$ cat config.mk
export PLATFORM = sky130hd
export DESIGN_NAME = eedc_encode_tx
export DESIGN_NICKNAME = d
export VERILOG_FILES = /design/src/rtl/eedc_encode_tx.sv
export SDC_FILE = /design/constraint.sdc
export NUM_CORES = 1
export LEC_CHECK = 0
export CORE_MARGIN = 2
export CORE_UTILIZATION = 46
export DETAILED_ROUTE_END_ITERATION = 6
export HOLD_SLACK_MARGIN = 0.08
export PLACE_DENSITY = 0.74
export REMOVE_ABC_BUFFERS = 1
export SYNTH_ARGS = -nofsm -noshare
export SYNTH_HDL_FRONTEND = slang
export SYNTH_SLANG_ARGS = --single-unit
$ cat constraint.sdc
create_clock -name clk -period 1.6 [get_ports clk]
set_input_delay 0.32 -clock clk [delete_from_list [all_inputs] [get_ports clk]]
set_output_delay 0.32 -clock clk [all_outputs]
set_load 0.02 [all_outputs]
$ cat src/rtl/eedc_encode_tx.sv
// EEDC 7->11 transmit encoder: two-stage elastic pipeline with optional single-bit
// error injection and saturating codeword/injection counters.
module eedc_encode_tx #(
   parameter int CNT_W      = 16,
   parameter bit INJ_ENABLE = 1'b1
) (
   input  logic             clk,
   input  logic             rst_n,
   input  logic             in_valid,
   output logic             in_ready,
   input  logic [6:0]       in_data,
   input  logic             inj_en,
   input  logic [3:0]       inj_pos,
   output logic             out_valid,
   input  logic             out_ready,
   output logic [10:0]      out_codeword,
   output logic             out_injected,
   output logic [CNT_W-1:0] cw_count,
   output logic [CNT_W-1:0] inj_count
);

   logic        s1_v;
   logic [6:0]  s1_data;
   logic [3:0]  s1_chk;
   logic        s1_inj_en;
   logic [3:0]  s1_inj_pos;

   logic        s2_take;
   logic        in_fire;
   logic        out_fire;
   logic [3:0]  chk;
   logic        inj_hit;
   logic [10:0] flip_mask;

   // Check bits cw[3:1]; cw[0] makes the full 11-bit word even parity.
   always_comb begin
      chk    = '0;
      chk[3] = in_data[0] ^ in_data[2] ^ in_data[4] ^ in_data[6];
      chk[2] = in_data[0] ^ in_data[1] ^ in_data[4] ^ in_data[5];
      chk[1] = in_data[0] ^ in_data[1] ^ in_data[2] ^ in_data[3];
      chk[0] = (^in_data) ^ chk[3] ^ chk[2] ^ chk[1];
   end

   assign s2_take  = !out_valid || out_ready;
   assign in_ready = !s1_v || s2_take;
   assign in_fire  = in_valid && in_ready;
   assign out_fire = out_valid && out_ready;

   assign inj_hit   = INJ_ENABLE && s1_inj_en && (s1_inj_pos <= 4'd10);
   assign flip_mask = inj_hit ? (11'd1 << s1_inj_pos) : '0;

   always_ff @(posedge clk or negedge rst_n) begin
      if (!rst_n) begin
         s1_v       <= 1'b0;
         s1_data    <= '0;
         s1_chk     <= '0;
         s1_inj_en  <= 1'b0;
         s1_inj_pos <= '0;
      end else if (in_fire) begin
         s1_v       <= 1'b1;
         s1_data    <= in_data;
         s1_chk     <= chk;
         s1_inj_en  <= inj_en;
         s1_inj_pos <= inj_pos;
      end else if (s2_take) begin
         s1_v <= 1'b0;
      end
   end

   always_ff @(posedge clk or negedge rst_n) begin
      if (!rst_n) begin
         out_valid    <= 1'b0;
         out_codeword <= '0;
         out_injected <= 1'b0;
      end else if (s2_take) begin
         out_valid <= s1_v;
         if (s1_v) begin
            out_codeword <= {s1_data, s1_chk} ^ flip_mask;
            out_injected <= inj_hit;
         end
      end
   end

   always_ff @(posedge clk or negedge rst_n) begin
      if (!rst_n) begin
         cw_count  <= '0;
         inj_count <= '0;
      end else if (out_fire) begin
         if (cw_count != '1)
            cw_count <= cw_count + 1'b1;
         if (out_injected && (inj_count != '1))
            inj_count <= inj_count + 1'b1;
      end
   end

endmodule

# == Word-level counts from Yosys, hierarchy flattened ==
# Cells that the tools add are included.
# word_totals
reg_bits,62
in_bits,16
wordCells,44
# classes
mux,3
n_bitwise,12
add_sub_neg,2
shift,1
order_cmp,1
reduce_logical,13
n_eq_ne,2
# op_table
op,n
adder 16 x 1 -> 16 bit (second input constant),2
inequality test 16 bit (second input constant),2
two-way mux 11 bit,1
<< shifter 1 x 4 -> 11 bit (first input constant),1
bitwise XOR 1 bit,11
bitwise XOR 11 bit,1
XOR reduction 7 bit,1
AND reduction 2 bit,3
<= comparator 4 bit (second input constant),1
logical AND 1 bit,4
logical NOT 1 bit,2
logical OR 1 bit,2
two-way mux 1 bit,2
nonzero test 2 bit,1

# == Logic depth before layout (Yosys ltp) ==
# Gate-level depths: netlist of the first run.
# logic_depth
depth_word,6
depth_mapped,6
mapped_depth_nobuf,5

# == Least setup slack after synthesis of the first run ==
# OpenSTA, ideal clock, no wires.
# synth_path
kind,reg-to-reg
startpoint,register inj_count[0]
endpoint,register inj_count[1]
setup_slack_ps,-229
setup_time_ps,125
path_stages_with_launch,5
arrival_time_ps,1704
n_path_buf,0
cell_sequence,dfrtp_1 -> ha_1 -> nand3_2 -> o41ai_4 -> mux2_4
# synth_via
elab_chain_len,3
elab_cells_between_ends,4
classes_between,1 x add/sub; 1 x eq/ne; 2 x reduce/logical
# synth_lines
element,line,rtl
"start, declared",19,output logic [CNT_W-1:0] inj_count
"start signal, assigned",92,inj_count <= inj_count + 1'b1;
"parallel branches: the longest is 3 deep, another holds adder 16 x 1 -> 16 bit",--,
# Several ways; the timed one is not identified.
# A chain may end at the register's enable or synchronous reset.

# == Final worst setup path of the first run ==
# layout_path
startpoint,register inj_count[8]
endpoint,register inj_count[14]
# Same word-level chain as after synthesis.

==> load_flow_metrics.sql, run 1 <==
INSERT INTO impl_metrics (metric_group, metric, value, unit) VALUES
('floorplan', 'dieHeight', '84.7', 'um'),
('power', 'ir_drop', '0.000680', 'V'),
('final_layout', 'mostFrequentLayoutCell', 'sky130_fd_sc_hd__dfrtp_1', ''),
('timing', 'timing_max_transition_violations_final', '0', ''),
('power', 'power_report.internal_total', '3.37', 'mW'),
('floorplan', 'pin_count', '62', ''),
('worst_setup_path', 'crit_fanout', '3', ''),
('yosys', 'ys_seq_area_frac', '0.518', ''),
('clock_network', 'clockRootBuffer', 'sky130_fd_sc_hd__clkbuf_8', ''),
('final_layout', 'layout-area-overhead-vs-synth', '46.9', '%'),
('placed_design', 'io_buffers', '61', ''),
('floorplan', 'rows', '29', ''),
('worst_setup_path', 'criticalPathCategory', 'flip-flop to flip-flop', ''),
('power', 'swShare', '0.341', ''),
('routing', 'via_count', '2506', ''),
('final_layout', 'fin_cells', '480', ''),
('yosys', 'synthDominantCellAreaShare', '0.518', ''),
('yosys', 'synth_area_leader', 'sky130_fd_sc_hd__dfrtp_1', ''),
('worst_setup_path', 'crit-reg2reg-capture', 'inj_count[14]', ''),
('worst_setup_path', 'crit_path_end_kind', 'flip-flop', ''),
('worst_setup_path', 'critical_path_required', '1.84', 'ns'),
('placed_design', 'hpwlAfterDp', '4.90', 'mm'),
('floorplan', 'starting_density_of_the_core', '0.475', ''),
('global_route', 'pin_count_of_the_biggest_net_entering_global_routing', '52', ''),
('clock_network', 'tritoncts.num_buffers', '9', ''),
('routing', 'routedWlPerCell', '14.5', 'um'),
('global_route', 'gr-usage-all-layers', '0.200', ''),
('global_route', 'globalRoute.totalOverflow', '0', ''),
('clock_network', 'cts.clk_slew.worst_paths', '0.07', 'ns'),
('clock_network', 'cts_tree', 'done', ''),
('clock_network', 'cts.sink_count', '62', ''),
('global_route', 'grt_pass1_vias', '2426', ''),
('job', 'drv_cap', '0', ''),
('global_route', 'first_pass_grt_wire_length', '11.3', 'mm'),
('worst_setup_path', 'launch_point_of_the_worst_reg_to_reg_path', 'inj_count[8]', ''),
('power', 'pwr_density_cell', '1160', 'nW/um2'),
('yosys', 'synth_area_leaders', 'sky130_fd_sc_hd__dfrtp_1, sky130_fd_sc_hd__xnor2_1, sky130_fd_sc_hd__mux2_2', ''),
('timing', 'post-route-period-util', '0.997', ''),
('power', 'p_comb_frac', '0.327', ''),
('yosys', 'yosysWarningCount', '0', ''),
('yosys', 'mean_post_synth_cell_area', '11.1', 'um2'),
('clock_network', 'htree_levels', '3', ''),
('final_layout', 'layout.nets', '416', ''),
('clock_network', 'clockBufferDepth', '2', ''),
('timing', 'final.min_clock_period', '1.59', 'ns'),
('worst_setup_path', 'ff2ff_path_depth', '5', ''),
('power', 'total_power', '5.11', 'mW'),
('floorplan', 'fp.coreArea', '6310', 'um2'),
('floorplan', 'design.die.area', '7180', 'um2'),
('timing', 'setup_tns', '0', 'ns'),
('timing', 'timing.final.setup_violations', '0', ''),
('final_layout', 'n_antenna_cell', '0', ''),
('yosys', 'mappedNetlistArea', '3000', 'um2'),
('yosys', 'postSynthRegisterBits', '62', ''),
('worst_setup_path', 'arrival', '1.83', 'ns'),
('run_status', 'status', 'finished, final reports clean', ''),
('placed_design', 'placed_cells_incl_taps', '457', ''),
('power', 'sequential_group_share_of_total_power', '0.416', ''),
('timing', 'holdWs', '0.393', 'ns'),
('placed_design', 'place_worst_setup_slack', '-0.421', 'ns'),
('yosys', 'postSynthCellCount', '270', ''),
('worst_setup_path', 'worst-r2r-setup-slack', '0.006', 'ns'),
('worst_setup_path', 'startpoint_class_of_the_critical_path', 'flip-flop', ''),
('global_route', 'grt_antenna_before_repair', '0', ''),
('routing', 'drc', '0', ''),
('clock_network', 'clock_latency', '0.35', 'ns'),
('final_layout', 'layout.cells.most_common_list', 'sky130_fd_sc_hd__dfrtp_1, sky130_fd_sc_hd__buf_4, sky130_fd_sc_hd__dlygate4sd2_1, sky130_fd_sc_hd__xnor2_1, sky130_fd_sc_hd__nor2_1', ''),
('timing', 'grt_setup_unrepaired', 'yes', ''),
('timing', 'fmax', '627', 'MHz'),
('floorplan', 'die_w', '84.7', 'um'),
('timing', 'clock-skew-final', '0.0106', 'ns');
==> worst max-delay path: stages, from the launching register on <==
cell	delay, ns
sky130_fd_sc_hd__dfrtp_1	0.41
sky130_fd_sc_hd__buf_6	0.12
sky130_fd_sc_hd__nand4_1	0.20
sky130_fd_sc_hd__a2111oi_4	0.46
sky130_fd_sc_hd__nand3_1	0.15
sky130_fd_sc_hd__xnor2_1	0.14
==> through the flow <==
stage / utilization / cell area, um2
2_1_floorplan: - / 2970
3_3_place_gp: 0.654 / 4130
3_5_place_dp: 0.654 / 4130
4_1_cts: 0.682 / 4310
5_1_grt: 0.697 / 4400
6_report: 0.697 / 4400
==> logic make-up after synthesis <==
group / synth area share
AO/OA/AOI/OAI: 0.0706
buffers and inverters: 0.0142
XOR/XNOR: 0.123
AND/OR/NAND/NOR: 0.205
multiplexers: 0.0614
flip-flops: 0.518
adder cells (fa/ha/maj): 0.00835
==> registers in the layout (all words and copies together) (netlist names) <==
name	count
s1_data	7
out_codeword	11
s1_inj_pos	4
s1_chk	4
out_injected	1
inj_count	16
cw_count	16
out_valid	1
s1_v	1
s1_inj_en	1
==> worst max path at each step <==
stage	from	endpoint
finish	inj_count[8]	inj_count[14]
global route	inj_count[8]	inj_count[14]
floorplan	inj_count[0]	inj_count[1]
global placement	out_ready	in_ready
detailed placement	out_ready	in_ready
CTS	cw_count[1]	cw_count[14]
==> cells in the mapped netlist <==
library cell / n
sky130_fd_sc_hd__dfrtp_1: 62
sky130_fd_sc_hd__xnor2_1: 26
sky130_fd_sc_hd__nor2_1: 23
sky130_fd_sc_hd__nand2_1: 17
sky130_fd_sc_hd__xor2_1: 16
sky130_fd_sc_hd__a21oi_1: 14
sky130_fd_sc_hd__nand3_1: 14
sky130_fd_sc_hd__mux2_2: 13
sky130_fd_sc_hd__nor3_1: 11
sky130_fd_sc_hd__nand4_1: 9
sky130_fd_sc_hd__clkbuf_1: 6
sky130_fd_sc_hd__o21ai_0: 6
sky130_fd_sc_hd__inv_1: 4
sky130_fd_sc_hd__nand3b_1: 4
sky130_fd_sc_hd__nor3b_1: 4
sky130_fd_sc_hd__a31oi_1: 3
sky130_fd_sc_hd__and4_1: 3
sky130_fd_sc_hd__nand2b_1: 3
sky130_fd_sc_hd__nand4_2: 3
sky130_fd_sc_hd__and2_1: 2
sky130_fd_sc_hd__ha_1: 2
sky130_fd_sc_hd__mux2_1: 2
sky130_fd_sc_hd__nand3_2: 2
sky130_fd_sc_hd__nor4_2: 2
sky130_fd_sc_hd__nor4b_1: 2
sky130_fd_sc_hd__o21a_1: 2
sky130_fd_sc_hd__a2111oi_2: 1
sky130_fd_sc_hd__a21o_1: 1
sky130_fd_sc_hd__a41oi_1: 1
sky130_fd_sc_hd__and3_1: 1
sky130_fd_sc_hd__buf_2: 1
sky130_fd_sc_hd__mux2_4: 1
sky130_fd_sc_hd__nand4_4: 1
sky130_fd_sc_hd__nor2b_1: 1
sky130_fd_sc_hd__nor4_1: 1
sky130_fd_sc_hd__o211ai_1: 1
sky130_fd_sc_hd__o41a_1: 1
sky130_fd_sc_hd__o41ai_4: 1
sky130_fd_sc_hd__or3_1: 1
sky130_fd_sc_hd__or4_1: 1
sky130_fd_sc_hd__or4_4: 1
==> metal layers <==
metal / GRT usage / vias to the layer above / part of all wire
met5: 0 / - / 0
li1: - / 1219 / -
met1: 0.257 / 1209 / 0.43
met4: 0.0880 / 0 / 0.018
met2: 0.321 / 65 / 0.50
met3: 0.0541 / 13 / 0.050
==> repair_timing <==
action / 4_1_cts / 5_1_grt
hold endpoints to repair: 11 / 0
pin swaps: 2 / 5
gates resized for setup: 53 / 13
buffers inserted: 2 / 4
hold buffers: 1 / 0
endpoints found under the setup margin: 60 / 22
==> power groups by stage <==
| stage | Clock, mW | Sequential (mW) | Combinational, mW |
|---|---|---|---|
| after detailed placement | 0 | 2.12 | 1.79 |
| after CTS | 1.33 | 2.09 | 1.65 |
| after floorplan | 0 | 2.42 | 0.515 |
| after global routing | 1.41 | 2.17 | 1.83 |
| final | 1.31 | 2.12 | 1.67 |
| after global placement | 0 | 2.11 | 1.75 |
==> layout make-up <==
cell class	count	area, um2
multi-input combinational	197	1480
sequential	62	1560
clock buffer	11	131
inverter	4	15.0
fill	523	1910
tap	77	96.3
clock inverter	5	50.0
timing repair buffer	124	1070
Note: power is estimated with default switching activity, not from simulation.
==> run 2: changes to the inputs <==
Settings changed: CORE_UTILIZATION 46 to 55, CTS_CLUSTER_DIAMETER set to 150, PLACE_DENSITY 0.74 to 0.83.
Clock period 1.6 ns to 2 ns, I/O delays scaled along.
==> load_flow_metrics.sql, run 2 (synthesized netlist as in run 1, its figures left out) <==
INSERT INTO impl_metrics (metric_group, metric, value, unit) VALUES
('power', 'swShare', '0.319', ''),
('clock_network', 'cts.sink_count', '62', ''),
('final_layout', 'utilization', '0.776', ''),
('timing', 'fmax', '525', 'MHz'),
('worst_setup_path', 'cpLargestDelayFamily', 'buffers and inverters', ''),
('timing', 'timing_max_transition_violations_final', '0', ''),
('worst_setup_path', 'critical_path_required', '1.60', 'ns'),
('worst_setup_path', 'setup.worst_path.start', 'cw_count[4]', ''),
('global_route', 'grt_pass1_vias', '2334', ''),
('hold_path', 'hold_start', 's1_v', ''),
('floorplan', 'starting_density_of_the_core', '0.579', ''),
('worst_setup_path', 'criticalPathCategory', 'flip-flop to output pin', ''),
('timing', 'finalHoldViolations', '0', ''),
('clock_network', 'clockRootBuffer', 'sky130_fd_sc_hd__clkbuf_8', ''),
('worst_setup_path', 'crit_path_end_kind', 'output pin', ''),
('routing', 'drt_pass1_iterations', '4', ''),
('floorplan', 'pin_count', '62', ''),
('worst_setup_path', 'arrival', '1.50', 'ns'),
('timing', 'holdWs', '0.495', 'ns'),
('clock_network', 'cts_setup_buffers', '0', ''),
('global_route', 'gr-usage-all-layers', '0.237', ''),
('final_layout', 'n_antenna_cell', '0', ''),
('placed_design', 'io_buffers', '61', ''),
('floorplan', 'rows', '26', ''),
('timing', 'timing_worst_slew_pin_value', '0.552', 'ns'),
('clock_network', 'tritoncts.num_buffers', '9', ''),
('worst_setup_path', 'startpoint_class_of_the_critical_path', 'flip-flop', ''),
('timing', 'post-route-period-util', '0.952', ''),
('routing', 'via_per_inst', '5.48', ''),
('power', 'ir_drop', '0.000659', 'V'),
('timing', 'setup_tns', '0', 'ns'),
('placed_design', 'place_worst_setup_slack', '-0.0494', 'ns'),
('routing', 'drt_iter0_markers', '163', ''),
('routing', 'totalWireLength', '6.46', 'mm'),
('final_layout', 'share_of_post_route_cells_with_drive_strength_above_1', '0.147', ''),
('routing', 'via_count', '2316', ''),
('power', 'p_sw', '1.32', 'mW'),
('global_route', 'first_pass_grt_wire_length', '11.2', 'mm'),
('placed_design', 'placed_cells_incl_taps', '406', ''),
('run_status', 'status', 'finished, final reports clean', ''),
('final_layout', 'layout-area-overhead-vs-synth', '33.9', '%'),
('timing', 'timing.final.setup_violations', '0', ''),
('final_layout', 'layout.cells.most_common_list', 'sky130_fd_sc_hd__dfrtp_1, sky130_fd_sc_hd__clkdlybuf4s50_1, sky130_fd_sc_hd__xnor2_1, sky130_fd_sc_hd__nor2_1, sky130_fd_sc_hd__nand2_1', ''),
('hold_path', 'hold_path_class', 'flip-flop to flip-flop', ''),
('placed_design', 'globalplace.congestion', '0.899', ''),
('timing', 'timing.final.ws_setup', '0.0965', 'ns'),
('routing', 'routedWlPerCell', '15.3', 'um'),
('final_layout', 'final_cell_area', '4010', 'um2'),
('final_layout', 'layout.nets', '366', ''),
('power', 'p_clk_frac', '0.289', ''),
('worst_setup_path', 'number_of_buffers_and_inverters_on_the_critical_path', '1', ''),
('clock_network', 'clock_latency', '0.34', 'ns'),
('timing', 'grt_setup_unrepaired', 'no', ''),
('final_layout', 'fillers', '324', ''),
('job', 'drv_cap', '0', ''),
('timing', 'slew-limit-headroom', '0.631', ''),
('floorplan', 'die_w', '77.8', 'um'),
('worst_setup_path', 'crit_fanout', '6', ''),
('power', 'cellLeakagePower', '1.64', 'nW'),
('placed_design', 'placed_area', '3790', 'um2'),
('clock_network', 'cts_tree', 'done', ''),
('global_route', 'grt_antenna_before_repair', '0', ''),
('floorplan', 'design.die.area', '6060', 'um2'),
('power', 'power_report.internal_total', '2.81', 'mW'),
('timing', 'clock-skew-final', '0.00918', 'ns'),
('final_layout', 'mostFrequentLayoutCell', 'sky130_fd_sc_hd__dfrtp_1', ''),
('routing', 'drtAntennaViolNets', '0', ''),
('clock_network', 'cts.clk_slew.worst_paths', '0.06', 'ns'),
('global_route', 'pin_count_of_the_biggest_net_entering_global_routing', '63', ''),
('worst_setup_path', 'crit_path_max_incr_delay', '0.66', 'ns'),
('timing', 'final.min_clock_period', '1.90', 'ns'),
('clock_network', 'clockBufferDepth', '2', ''),
('power', 'sequential_group_share_of_total_power', '0.424', ''),
('final_layout', 'fin_cells', '423', ''),
('final_layout', 'largestRegisters', 'cw_count (16), inj_count (16), out_codeword (11)', ''),
('worst_setup_path', 'crit_chain', 'clkdlybuf4s50_1', ''),
('worst_setup_path', 'worst-r2r-setup-slack', '0.21', 'ns'),
('floorplan', 'fp.coreArea', '5170', 'um2'),
('clock_network', 'htree_levels', '3', ''),
('routing', 'drc', '0', ''),
('worst_setup_path', 'launch_point_of_the_worst_reg_to_reg_path', 'cw_count[0]', ''),
('power', 'pwr_density_cell', '1030', 'nW/um2'),
('floorplan', 'dieHeight', '77.8', 'um'),
('global_route', 'globalRoute.totalOverflow', '0', ''),
('worst_setup_path', 'critical-path-slowest-cell', 'sky130_fd_sc_hd__clkdlybuf4s50_1', ''),
('power', 'p_comb_frac', '0.286', ''),
('placed_design', 'hpwlAfterDp', '4.40', 'mm'),
('power', 'total_power', '4.14', 'mW');
run 2: cell types whose count changed in the layout (fill, tap and decap cells not counted), moves of 3 or more:
cell                              delta
sky130_fd_sc_hd__buf_4              -48
sky130_fd_sc_hd__clkdlybuf4s50_1    +46
sky130_fd_sc_hd__dlygate4sd2_1      -43
sky130_fd_sc_hd__dfrtp_1             +3
sky130_fd_sc_hd__dfrtp_2             -3
run 2: worst paths after layout:
check	endpoint	depth (start not counted)
setup reg to reg	cw_count[1]	4
min in group asynchronous	inj_count[7]	3
hold reg to reg	out_valid	1
setup / recovery	cw_count[4]	1
max in group asynchronous	s1_inj_en	3
hold / removal	out_valid	1
run 2: power by group through the flow:
stage                     logic, mW  clock network [mW]  registers (mW)
final                          1.18                1.20            1.76
after global routing           1.29                1.26            1.80
after CTS                      1.20                1.22            1.76
after detailed placement       1.19                   0            1.77
after global placement         1.15                   0            1.76
after floorplan               0.412                   0            1.94
run 2: final cells by class:
type                    count  area, um2  share of cell area
well taps                  70       87.6              0.0218
flip-flops and latches     62       1550               0.387
inverters                   4       15.0             0.00374
clock buffers              12        145              0.0362
clock inverters             4       70.1              0.0175
repair buffers             74        742               0.185
multi-input cells         197       1400               0.349
run 2: metal layers:
| metal | vias up | global-route usage | routed length, um |
|---|---|---|---|
| met5 | - | 0 | 0 |
| met3 | 10 | 0.0453 | 271 |
| met4 | 0 | 0.116 | 117 |
| met1 | 1123 | 0.304 | 2820 |
| met2 | 60 | 0.385 | 3260 |
| li1 | 1123 | - | - |
run 2: repair_timing:
item                                    in CTS  in global routing
endpoints found under the setup margin       1                  3
gates resized for setup                      1                  0
cloned                                       0                  0
hold buffers                                 1                  0
endpoints found under the hold margin       62                  0
pin swaps                                    0                  1
